### src/rtl/fib_seq_pkg.sv
// Shared types and constants for the Fibonacci sequence controller.
// Optional saturating overflow behaviour is selected with FIB_SEQ_CTRL_SATURATE_EN.
package fib_seq_pkg;

  localparam int DEF_WIDTH = 4;
  localparam int DEF_CNT_W = 8;
  localparam int SEQ_SEED  = 1;

  typedef enum logic [1:0] {
    S_IDLE = 2'd0,
    S_RUN  = 2'd1,
    S_DONE = 2'd2
  } state_t;

endpackage

### src/rtl/fib_step.sv
// Fibonacci datapath: cur/prev term registers and a WIDTH+1 bit adder.
// FIB_SEQ_CTRL_SATURATE_EN selects hold-on-overflow instead of wrap-to-seed.
module fib_step
  import fib_seq_pkg::*;
#(
  parameter int WIDTH = DEF_WIDTH
) (
  input  logic             CLK,
  input  logic             RST_N,
  input  logic             load,
  input  logic             advance,
  output logic [WIDTH-1:0] cur,
  output logic             ovf
);

  localparam logic [WIDTH-1:0] SEED = WIDTH'(SEQ_SEED);

  logic [WIDTH-1:0] prev;
  logic [WIDTH:0]   sum;

  // ovf flags that the term following cur does not fit in WIDTH bits.
  assign sum = {1'b0, cur} + {1'b0, prev};
  assign ovf = sum[WIDTH];

  always_ff @(posedge CLK or negedge RST_N) begin
    if (!RST_N) begin
      cur  <= '0;
      prev <= '0;
    end else if (load) begin
      cur  <= SEED;
      prev <= SEED;
    end else if (advance) begin
      if (ovf) begin
`ifdef FIB_SEQ_CTRL_SATURATE_EN
        cur  <= cur;
        prev <= prev;
`else
        cur  <= SEED;
        prev <= SEED;
`endif
      end else begin
        prev <= cur;
        cur  <= sum[WIDTH-1:0];
      end
    end
  end

endmodule

### src/rtl/fib_seq_ctrl.sv
// Start/stop sequencer around fib_step: term counting, output handshake, DONE/OVF pulses.
// Build with FIB_SEQ_CTRL_SATURATE_EN to end the run on overflow instead of wrapping.
module fib_seq_ctrl
  import fib_seq_pkg::*;
#(
  parameter int WIDTH = DEF_WIDTH,
  parameter int CNT_W = DEF_CNT_W
) (
  input  logic             CLK,
  input  logic             RST_N,
  input  logic             START,
  input  logic             STOP,
  input  logic [CNT_W-1:0] NUM_TERMS,
  input  logic             O_READY,
  output logic             O_VALID,
  output logic [WIDTH-1:0] O,
  output logic             BUSY,
  output logic             DONE,
  output logic             OVF,
  output logic [1:0]       dbg_state
);

  // Handshake: a term transfers on any rising CLK edge where O_VALID and O_READY
  // are both high; while O_VALID is high and O_READY low, O stays unchanged.

  state_t           state, state_nxt;
  logic [CNT_W-1:0] cnt;
  logic [CNT_W-1:0] num_q;
  logic [WIDTH-1:0] cur;
  logic [WIDTH-1:0] o_hold;
  logic             ovf_q;
  logic             step_ovf;
  logic             xfer;
  logic             load;
  logic             last_term;
  logic             ovf_end;

  fib_step #(
    .WIDTH (WIDTH)
  ) u_step (
    .CLK     (CLK),
    .RST_N   (RST_N),
    .load    (load),
    .advance (xfer),
    .cur     (cur),
    .ovf     (step_ovf)
  );

  assign xfer      = O_VALID & O_READY;
  assign last_term = (num_q != '0) && ((cnt + CNT_W'(1)) == num_q);

`ifdef FIB_SEQ_CTRL_SATURATE_EN
  assign ovf_end = step_ovf;
`else
  assign ovf_end = 1'b0;
`endif

  always_ff @(posedge CLK or negedge RST_N) begin
    if (!RST_N) begin
      state <= S_IDLE;
    end else begin
      state <= state_nxt;
    end
  end

  always_comb begin
    state_nxt = state;
    load      = 1'b0;
    case (state)
      S_IDLE: begin
        if (START && !STOP) begin
          state_nxt = S_RUN;
          load      = 1'b1;
        end
      end
      S_RUN: begin
        // STOP wins over a terminating transfer, so no DONE pulse follows it.
        if (STOP) begin
          state_nxt = S_IDLE;
        end else if (xfer && (last_term || ovf_end)) begin
          state_nxt = S_DONE;
        end
      end
      S_DONE: begin
        state_nxt = S_IDLE;
      end
      default: begin
        state_nxt = S_IDLE;
      end
    endcase
  end

  always_ff @(posedge CLK or negedge RST_N) begin
    if (!RST_N) begin
      cnt    <= '0;
      num_q  <= '0;
      o_hold <= '0;
      ovf_q  <= 1'b0;
    end else begin
      ovf_q <= xfer & step_ovf;
      if (load) begin
        cnt   <= '0;
        num_q <= NUM_TERMS;
      end else if (xfer) begin
        cnt <= cnt + CNT_W'(1);
      end
      // Remember the term on display so O keeps it once the run ends.
      if (state == S_RUN) begin
        o_hold <= cur;
      end
    end
  end

  assign O_VALID   = (state == S_RUN);
  assign BUSY      = (state == S_RUN);
  assign DONE      = (state == S_DONE);
  assign OVF       = ovf_q;
  assign O         = (state == S_RUN) ? cur : o_hold;
  assign dbg_state = state;

endmodule

### config.mk
export PLATFORM = sky130hd
export DESIGN_NAME = fib_seq_ctrl
export DESIGN_NICKNAME = d
export VERILOG_FILES = /design/src/rtl/fib_seq_pkg.sv /design/src/rtl/fib_step.sv /design/src/rtl/fib_seq_ctrl.sv
export SDC_FILE = /design/constraint.sdc
export NUM_CORES = 1
export LEC_CHECK = 0
export ABC_AREA = 1
export CAP_MARGIN = 25
export CORE_MARGIN = 3
export CORE_UTILIZATION = 55
export CTS_BUF_LIST = sky130_fd_sc_hd__clkbuf_2 sky130_fd_sc_hd__clkbuf_4 sky130_fd_sc_hd__clkbuf_8
export CTS_CLUSTER_SIZE = 12
export DETAILED_ROUTE_END_ITERATION = 12
export PLACE_DENSITY = 0.84
export SLEW_MARGIN = 15
export SYNTH_ARGS = -nofsm -noshare
export SYNTH_HDL_FRONTEND = slang
export SYNTH_SLANG_ARGS = --single-unit
### constraint.sdc
create_clock -name CLK -period 5.1 [get_ports CLK]
set_clock_uncertainty 0.1 [all_clocks]
set_input_delay 0.51 -clock CLK [delete_from_list [all_inputs] [get_ports CLK]]
set_output_delay 0.51 -clock CLK [all_outputs]
set_load 0.01 [all_outputs]
# Word-level counts from Yosys, hierarchy flattened
# Index checks and enable logic that the tools add are counted.
dict set report totals {
  reg_bits 31
  output_inout_bits 10
}
dict set report classes {
  eq_ne 5
  muxes 15
  n_reduce_logical 8
  n_addsub 2
  n_bitwise 2
}
# cell n
set op_table {}
lappend op_table {{$mux 4} 7}
lappend op_table {{$mux 8} 2}
lappend op_table {{$add 8x1->8 const B} 1}
lappend op_table {{$eq 8x8->1} 1}
lappend op_table {{$reduce_bool 8->1} 1}
lappend op_table {{$mux 2} 3}
lappend op_table {{$add 4x4->5} 1}
lappend op_table {{$pmux 2 s2} 1}
lappend op_table {{$logic_and 1x1->1} 3}
lappend op_table {{$ne 3x2->1 const B} 1}
lappend op_table {{$and 1x1->1} 2}
lappend op_table {{$eq 2x1->1 const B} 1}
lappend op_table {{$eq 2x2->1 const B} 1}
lappend op_table {{$logic_not 2->1} 1}
lappend op_table {{$mux 1} 2}
lappend op_table {{$ne 2x2->1 const B} 1}
lappend op_table {{$reduce_and 2->1} 1}
lappend op_table {{$reduce_bool 2->1} 1}
lappend op_table {{$logic_not 1->1} 1}

# Longest topological paths before layout
# Gate-level depths: netlist (run 1).
dict set report depth {
  ltp_word 7
  depth_mapped 12
  depth_no_buf 12
}

# By module
# A second synthesis (run 1) with hierarchy kept.
dict set report unflattened {
  hier_cells 211
  hier_area_um2 1660.3
}
# mod cells_per_inst area_each_um2 n_inst
set modules_own_cells {}
lappend modules_own_cells {fib_seq_ctrl 157 1197.4 1}
lappend modules_own_cells {fib_step 54 462.9 1}

# Worst setup path after synthesis (run 1)
# No wires, ideal clock.
dict set report synth_timing {
  path_type {register -> register}
  start {register u_step.cur[0]}
  end {register u_step.cur[0]}
  stages_incl_launch_ff 9
  t_arrival_ps 1612
  n_path_buf 0
  setup_slack_ps 3262
  setup_time_ps 125
  cell_sequence {dfrtp_1 -> ha_1 -> fa_1 -> a21oi_1 -> o21ai_0 -> nor2_1 -> inv_2 -> nor3_1 -> a21oi_1}
}
dict set report synth_between {
  elab_chain_len 4
}
# item line_no
set synth_rtl {}
lappend synth_rtl {{start, declared} fib_step.sv:12} ;# output logic [WIDTH-1:0] cur,
lappend synth_rtl {{start signal, assigned} fib_step.sv:43} ;# cur <= sum[WIDTH-1:0];
lappend synth_rtl {{$add 4x4->5} fib_step.sv:22} ;# assign sum = {1'b0, cur} + {1'b0, prev};
lappend synth_rtl {{$mux 4} fib_step.sv:33} ;# if (ovf) begin
lappend synth_rtl {{$mux 4} fib_step.sv:32} ;# end else if (advance) begin
lappend synth_rtl {{$mux 4} fib_step.sv:29} ;# end else if (load) begin
# Every way passes these cells. The select of a mux whose other input is x is not followed.
# A chain may end at the register's enable or synchronous reset.

# Final worst setup path (run 1)
dict set report layout_timing {
  start {register state[1], in the netlist dbg_state[1]}
  end {output O[0]}
}
dict set report layout_between {
  elab_chain_len 2
}
# item line_no
set layout_rtl {}
lappend layout_rtl {{start, declared} fib_seq_ctrl.sv:26} ;# state_t state, state_nxt;
lappend layout_rtl {{start signal, assigned} fib_seq_ctrl.sv:62} ;# state <= state_nxt;
lappend layout_rtl {{$eq 2x1->1} fib_seq_ctrl.sv:118} ;# assign O = (state == S_RUN) ? cur : o_hold;
lappend layout_rtl {{$mux 4} -}
lappend layout_rtl {{end, declared} fib_seq_ctrl.sv:16} ;# output logic [WIDTH-1:0] O,
# Every way passes these cells.

==> results of run 1 <==
==> cells in the mapped netlist (2+ instances only) <==
cell,count
nor2_4,4
inv_2,5
nand2_2,5
nand3_1,11
xor2_1,2
xnor2_1,2
nand3_2,2
o22ai_1,7
dfrtp_1,31
nor2_1,10
a21oi_1,3
o21ai_0,18
nand2_1,52
ha_1,5
inv_1,26
nor3_1,3
==> worst reg2reg max path, cell delays in order (launching register included) <==
cell and delay (ns):
dfrtp_1 0.40, ha_1 0.24, fa_1 0.41, a21oi_1 0.15
o21ai_0 0.11, nor2_1 0.24, inv_2 0.10, nor3_1 0.14
a21oi_1 0.05
==> worst max path at each step <==
stage	endpoint	slack, ns	start
floorplan	u_step.cur[0]	3.26	u_step.cur[0]
global placement	u_step.prev[0]	2.95	START
detailed placement	u_step.prev[0]	2.85	START
CTS	O[0]	2.61	dbg_state[1]
global route	O[0]	2.50	dbg_state[1]
finish	O[0]	2.62	dbg_state[1]
==> state kept, by name (all words and copies together), names as in the netlist <==
signal       cells
u_step.cur       4
OVF              1
num_q            8
cnt              8
dbg_state        2
o_hold           4
u_step.prev      4
==> routing by layer <==
metal,wire length (um),part of all wire (%)
met1,1540,48
met2,1520,47
met3,123,3.8
met4,40,1.2
met5,0,0
==> logic make-up after synthesis <==
group	count (synthesis)	synth area share, %
and+or+nand+nor	88	24.9
AOI/OAI and AO/OA	34	12.1
buffers and inverters	34	8.14
DFF	31	47.6
adders and majority gates	6	5.07
xor gates and xnor gates	4	2.15
==> where the power goes <==
part	total, mW	switching, mW	internal, mW
Combinational	0.239	0.131	0.108
Sequential	0.334	0.0367	0.297
Clock	0.170	0.0835	0.0863
==> layout by cell type (no fill, tap or decap) <==
master,count
nand3_1,11
clkbuf_8,2
inv_1,26
nand2_2,5
ha_1,5
clkdlybuf4s50_1,22
o21ai_1,1
nand2_1,52
a31oi_1,1
a21oi_1,3
o21ai_0,18
o22ai_1,7
dfrtp_1,31
xor2_1,2
clkbuf_4,6
nor3_1,3
nor2_1,10
nor2_2,1
xnor2_1,2
o21ai_2,1
a22o_1,1
inv_2,5
nand3_2,2
nor2_4,4
buf_4,1
fa_1,1
a21oi_2,1
o21bai_2,1
==> per-stage QoR <==
step                      area [um2]  hold WS, ns  std cells  util [%]
after floorplan                 1630        0.114        197         -
after global placement          1880        0.378        248      67.6
after detailed placement        1880        0.381        248      67.6
after CTS                       1950        0.403        256      70.2
after global routing            1950        0.432        256      70.2
final                           1950        0.402        256      70.2
==> area by class of cell <==
type	instances	area, um2
fill	226	830
timing repair buffer	23	228
multi-input combinational	132	721
clock buffer	8	72.6
sequential	31	776
inverter	31	116
tap	31	38.8
==> summary.md, run 1 <==
| Metric | Value |
|---|---|
| Reg2Reg Setup Slack | `just over 3 ns` |
| Critical Path Fanout Max | `11` |
| First-pass GRT wire length | `about 5500 um` |
| Post-synth EDFFs | `0` |
| Fmax | `404 MHz` |
| Port Buffers | `22` |
| R2R depth | `8` |
| CTS tree | `built` |
| Async S/R FF share, synth | `100%` |
| DRC errors left | `0` |
| Nets | `~240` |
| Initial antenna violation count | `0` |
| Setup Buffers After CTS | `0` |
| RSZ-0062 raised after global routing | `false` |
| DP HPWL | `roughly 2500 um` |
| Overflow after GRT | `0` |
| Pwr Total | `between 700 and 800 uW` |
| Die area | `3650 um2` |
| FF-to-FF Start | `u_step.cur[0]` |
| Synth area leaders | `dfrtp_1 48%, nand2_1 12%, inv_1 6.0%, o21ai_0 5.5%, ha_1 3.8%` |
| WP buf/inv | `2` |
| Worst slew pin tran | `about 0.48 ns` |
| DRT Pass-1 Iters | `4` |
| GRT met3 Usage | `between 5 and 6%` |
| Yosys reg bits | `31` |
| Unique masters post-synth | `27` |
| Number of synthesis warnings | `0` |
| Reg2reg end | `u_step.cur[0]` |
| Row count | `19` |
| Final setup margin | `about 2.6 ns` |
| Synth area leader | `dfrtp_1` |
| P&R area growth vs syn | `19.8%` |
| Syn Nets | `about 220` |
| Initial core utilization | `58.6%` |
| Clk_lat worst skew | `~0.34 ns` |
| Vias per cell | `5.24` |
| CTS root buf | `clkbuf_4` |
| Met2 usage | `around a third` |
| CP top delay family | `buffers and inverters` |
| Tmin final | `approximately 2.5 ns` |
| Worst Hold Path Cells | `2` |
| Vias in the first global route | `about 1300` |
| Worst EP arrival | `roughly 1.9 ns` |
| Sum of negative setup slack | `0 ns` |
| Clock sinks | `31` |
| Slew margin rel. | `around two thirds` |
| IO Pins | `23` |
| Status | `finished, final reports clean` |
| Share of layout cells above drive strength 1 | `between 10% and 20%` |
| Worst hold start | `u_step.prev[2]` |
| Register area share after synthesis | `between 40% and 50%` |
| Count of final hold-check violations | `0` |
| Critical path class | `register to primary output` |
| Pin count of the biggest net entering global routing | `32` |
| Crit end category | `primary output` |
| P_leak | `0.913 nW` |
| CP max-delay cell | `clkdlybuf4s50_1` |
| Post-CTS resize count | `0` |
| Met1 Use GR | `a little over a quarter` |
| Clock Pin Slew Worst Setup and Hold Paths | `0.09 ns` |
| Yosys top cell area share | `between 40% and 50%` |
| Die H | `~60 um` |
| Crit start category | `register` |
| Dpl ws | `roughly 2.8 ns` |
| Min-Delay Endpoint | `u_step.prev[2]` |
| Core Region | `between 2000 and 3000 um2` |
| Drt wl/cell | `12.6 um` |
| Layer with the highest usage | `met2` |
| Max IR drop VDD | `around 0.00033 V` |
| Total of max-cap violations | `0` |
| N_diodes | `0` |
| Final Slew Violations | `0` |
| Ratio of final minimum period to clock period | `approximately 50%` |
| Post-CTS Hold Fix Bufs | `0` |
| Drt initial violations | `46` |
| GPL Wtd Cong | `about 0.89` |
| Dominant synthesized flop cell | `dfrtp_1` |
| Pwr dens | `roughly 380 nW/um2` |
| GRT Overall Usage | `between 20 and 25%` |
| Via count | `~1300` |
| Cell Area, Synth | `1630 um2` |
| Hold Path Class | `register to register` |
| Final setup vio count | `0` |
| H-Tree Depth | `2` |
| Post-Syn Instances | `between 150 and 200` |
| Crit. path cell count | `4` |
| Crit-path cells | `inv_2 > nand2_2 > o21ai_0 > clkdlybuf4s50_1` |
| Die Span X | `around 60 um` |
| Required time of the critical path | `4.49 ns` |
| Routed WL | `about 3200 um` |
| TritonCTS buffer count | `5` |
| Syn_area_per_cell | `approximately 8.3 um2` |
| Delay of the slowest critical-path stage | `between 0.6 and 0.7 ns` |
| Max Root-Sink Buffers | `2` |
| Post-route ant nets | `0` |
Note: power is estimated with default switching activity, not from simulation.
==> run 2: changes to the inputs <==
- clock period: 5.1 -> 2.41 ns (I/O delays scaled with it)
==> summary.md, run 2 (synthesis gave the netlist of run 1 again) <==
| Metric | Value |
|---|---|
| Post-CTS Hold Fix Bufs | `0 (unchanged)` |
| Final Slew Violations | `0 (unchanged)` |
| Die Span X | `60.4 um (unchanged)` |
| Ratio of final minimum period to clock period | `between 90% and 100%` |
| Setup Buffers After CTS | `0 (unchanged)` |
| IO Pins | `23 (unchanged)` |
| Die area | `3650 um2 (unchanged)` |
| P&R area growth vs syn | `20.3%` |
| FILL cells | `210 (-7.1%)` |
| Core Region | `2780 um2 (unchanged)` |
| GPL Wtd Cong | `0.857 (-3.3%)` |
| Vias per cell | `5.18 (-1.2%)` |
| Most common cell after layout, fill and taps aside | `nand2_1` |
| P_leak | `0.918 nW (+0.57%)` |
| Required time of the critical path | `2.07 ns (-2.42 ns)` |
| Net Sw Frac | `33.0% (-0.81 points)` |
| Critical Path Fanout Max | `11 (unchanged)` |
| Hold Path Class | `input port to async pin` |
| Max IR drop VDD | `0.000721 V (+120%)` |
| Fin cells | `257 (+0.39%)` |
| Dpl cells | `249 (+0.40%)` |
| Max Root-Sink Buffers | `2 (unchanged)` |
| Initial antenna violation count | `0 (unchanged)` |
| WL met2 | `1420 um (-6.5%)` |
| H-Tree Depth | `2 (unchanged)` |
| Status | `finished, final reports clean` |
| DP HPWL | `2290 um (-7.7%)` |
| Via count | `1330 (-0.82%)` |
| Worst slew pin tran | `0.380 ns (-0.0971 ns)` |
| Drt initial violations | `40 (-13%)` |
| GRT Overall Usage | `20.6% (+0.079 points)` |
| P_sw | `512 uW (+100%)` |
| RSZ-0062 raised after global routing | `false` |
| CP top delay family | `buffers and inverters` |
| Crit-path cells | `inv_2 > nand2_2 > o21ai_0 > clkdlybuf4s50_1` |
| Routed WL | `3090 um (-4.2%)` |
| Dpl ws | `0.437 ns (-2.41 ns)` |
| Critical path class | `register to primary output` |
| Total of max-cap violations | `0 (unchanged)` |
| Register area | `776 um2 (unchanged)` |
| Final setup margin | `0.231 ns (-2.39 ns)` |
| Clock Pin Slew Worst Setup and Hold Paths | `0.10 ns (about the same)` |
| Clk pwr share | `22.9% (about the same)` |
| DRT Pass-1 Iters | `4 (unchanged)` |
| Metal1 wirelength | `1480 um (-3.8%)` |
| Clk_lat worst skew | `0.33 ns (about the same)` |
| Pwr Total | `1.55 mW (+110%)` |
| N_diodes | `0 (unchanged)` |
| Clock sinks | `31 (unchanged)` |
| Largest regs | `cnt x8, num_q x8` |
| Share of layout cells above drive strength 1 | `13.3% (+0.39 points)` |
| Crit end category | `primary output` |
| Fmax | `459 MHz` |
| Highest metal used | `met4` |
| Port Buffers | `22 (unchanged)` |
| Initial core utilization | `58.6% (unchanged)` |
| TritonCTS buffer count | `5 (unchanged)` |
| Post-CTS resize count | `0 (unchanged)` |
| Critical path launch point | `dbg_state[1]` |
| Vias in the first global route | `1271 (-1.0%)` |
| Post-route ant nets | `0 (unchanged)` |
| WP buf/inv | `2 (unchanged)` |
| Sum of negative setup slack | `0 ns (unchanged)` |
| Power share of the combinational group | `32.0% (about the same)` |
| Count of final hold-check violations | `0 (unchanged)` |
| Tmin final | `2.18 ns` |
| First-pass GRT wire length | `5450 um (-1.4%)` |
| DR WL met3 | `120 um (-2.4%)` |
| Slew margin rel. | `74.6% (+6.5 points)` |
| Delay of the slowest critical-path stage | `0.59 ns (-0.02 ns)` |
| FF-to-FF Start | `u_step.cur[0]` |
| Multi-input gate area | `721 um2 (unchanged)` |
| Nets | `244 (+0.41%)` |
| DRC errors left | `0 (unchanged)` |
| Drt wl/cell | `12.0 um (-4.5%)` |
| Worst EP arrival | `1.84 ns (-0.03 ns)` |
| Final setup vio count | `0 (unchanged)` |
| Overflow after GRT | `0 (unchanged)` |
| CTS tree | `built` |
| Share of power burned in registers | `45.0% (about the same)` |
| Row count | `19 (unchanged)` |
| Most frequent cells in the layout | `52 x nand2_1, 31 x dfrtp_1, 26 x inv_1, 22 x clkdlybuf4s50_1, 18 x o21ai_0` |
| Crit start category | `register` |
| Pin count of the biggest net entering global routing | `32 (unchanged)` |
| CTS root buf | `clkbuf_4` |
| Die H | `60.4 um (unchanged)` |
| Power Internal | `1.04 mW (+110%)` |
| CP max-delay cell | `clkdlybuf4s50_1` |
| Pwr dens | `792 nW/um2 (+110%)` |
==> run 2: metrics by stage <==
step	area, um2	hold slack, ns	util, %
2_1_floorplan	1630	-0.155	-
3_3_place_gp	1890	0.378	67.8
3_5_place_dp	1890	0.385	67.8
4_1_cts	1960	0.208	70.4
5_1_grt	1960	0.216	70.4
6_report	1960	0.192	70.4
==> run 2: per-layer routing <==
| metal | up-vias | track usage [%] |
|---|---|---|
| met1 | 611 | 26.0 |
| met3 | 4 | 6.60 |
| met2 | 26 | 32.3 |
| met5 | - | 0 |
| met4 | 0 | 9.60 |
| li1 | 689 | - |
==> run 2: path summary, 6_finish.rpt <==
kind / slack (ns) / depth (start not counted) / endpoint
max in group asynchronous: 1.73 / 2 / num_q[7]
hold / removal: 0.19 / 2 / u_step.cur[2]
hold reg to reg: 0.40 / 2 / u_step.prev[2]
setup reg to reg: 0.43 / 8 / u_step.cur[0]
min in group CLK: 0.34 / 3 / num_q[1]
setup / recovery: 0.23 / 4 / O[0]
==> run 2: area by class of cell <==
cell class,instances,area share [%]
inverters,31,5.94
repair buffers,24,12.0
well taps,31,1.98
multi-input cells,132,36.8
flip-flops and latches,31,39.6
clock buffers,8,3.70
==> run 2: power groups by stage <==
stage | Combinational, mW | Sequential, mW | Clock (mW)
after floorplan | 0.337 | 0.697 | 0
after global placement | 0.486 | 0.706 | 0
after detailed placement | 0.493 | 0.712 | 0
after CTS | 0.500 | 0.700 | 0.363
after global routing | 0.566 | 0.715 | 0.384
final | 0.497 | 0.699 | 0.356
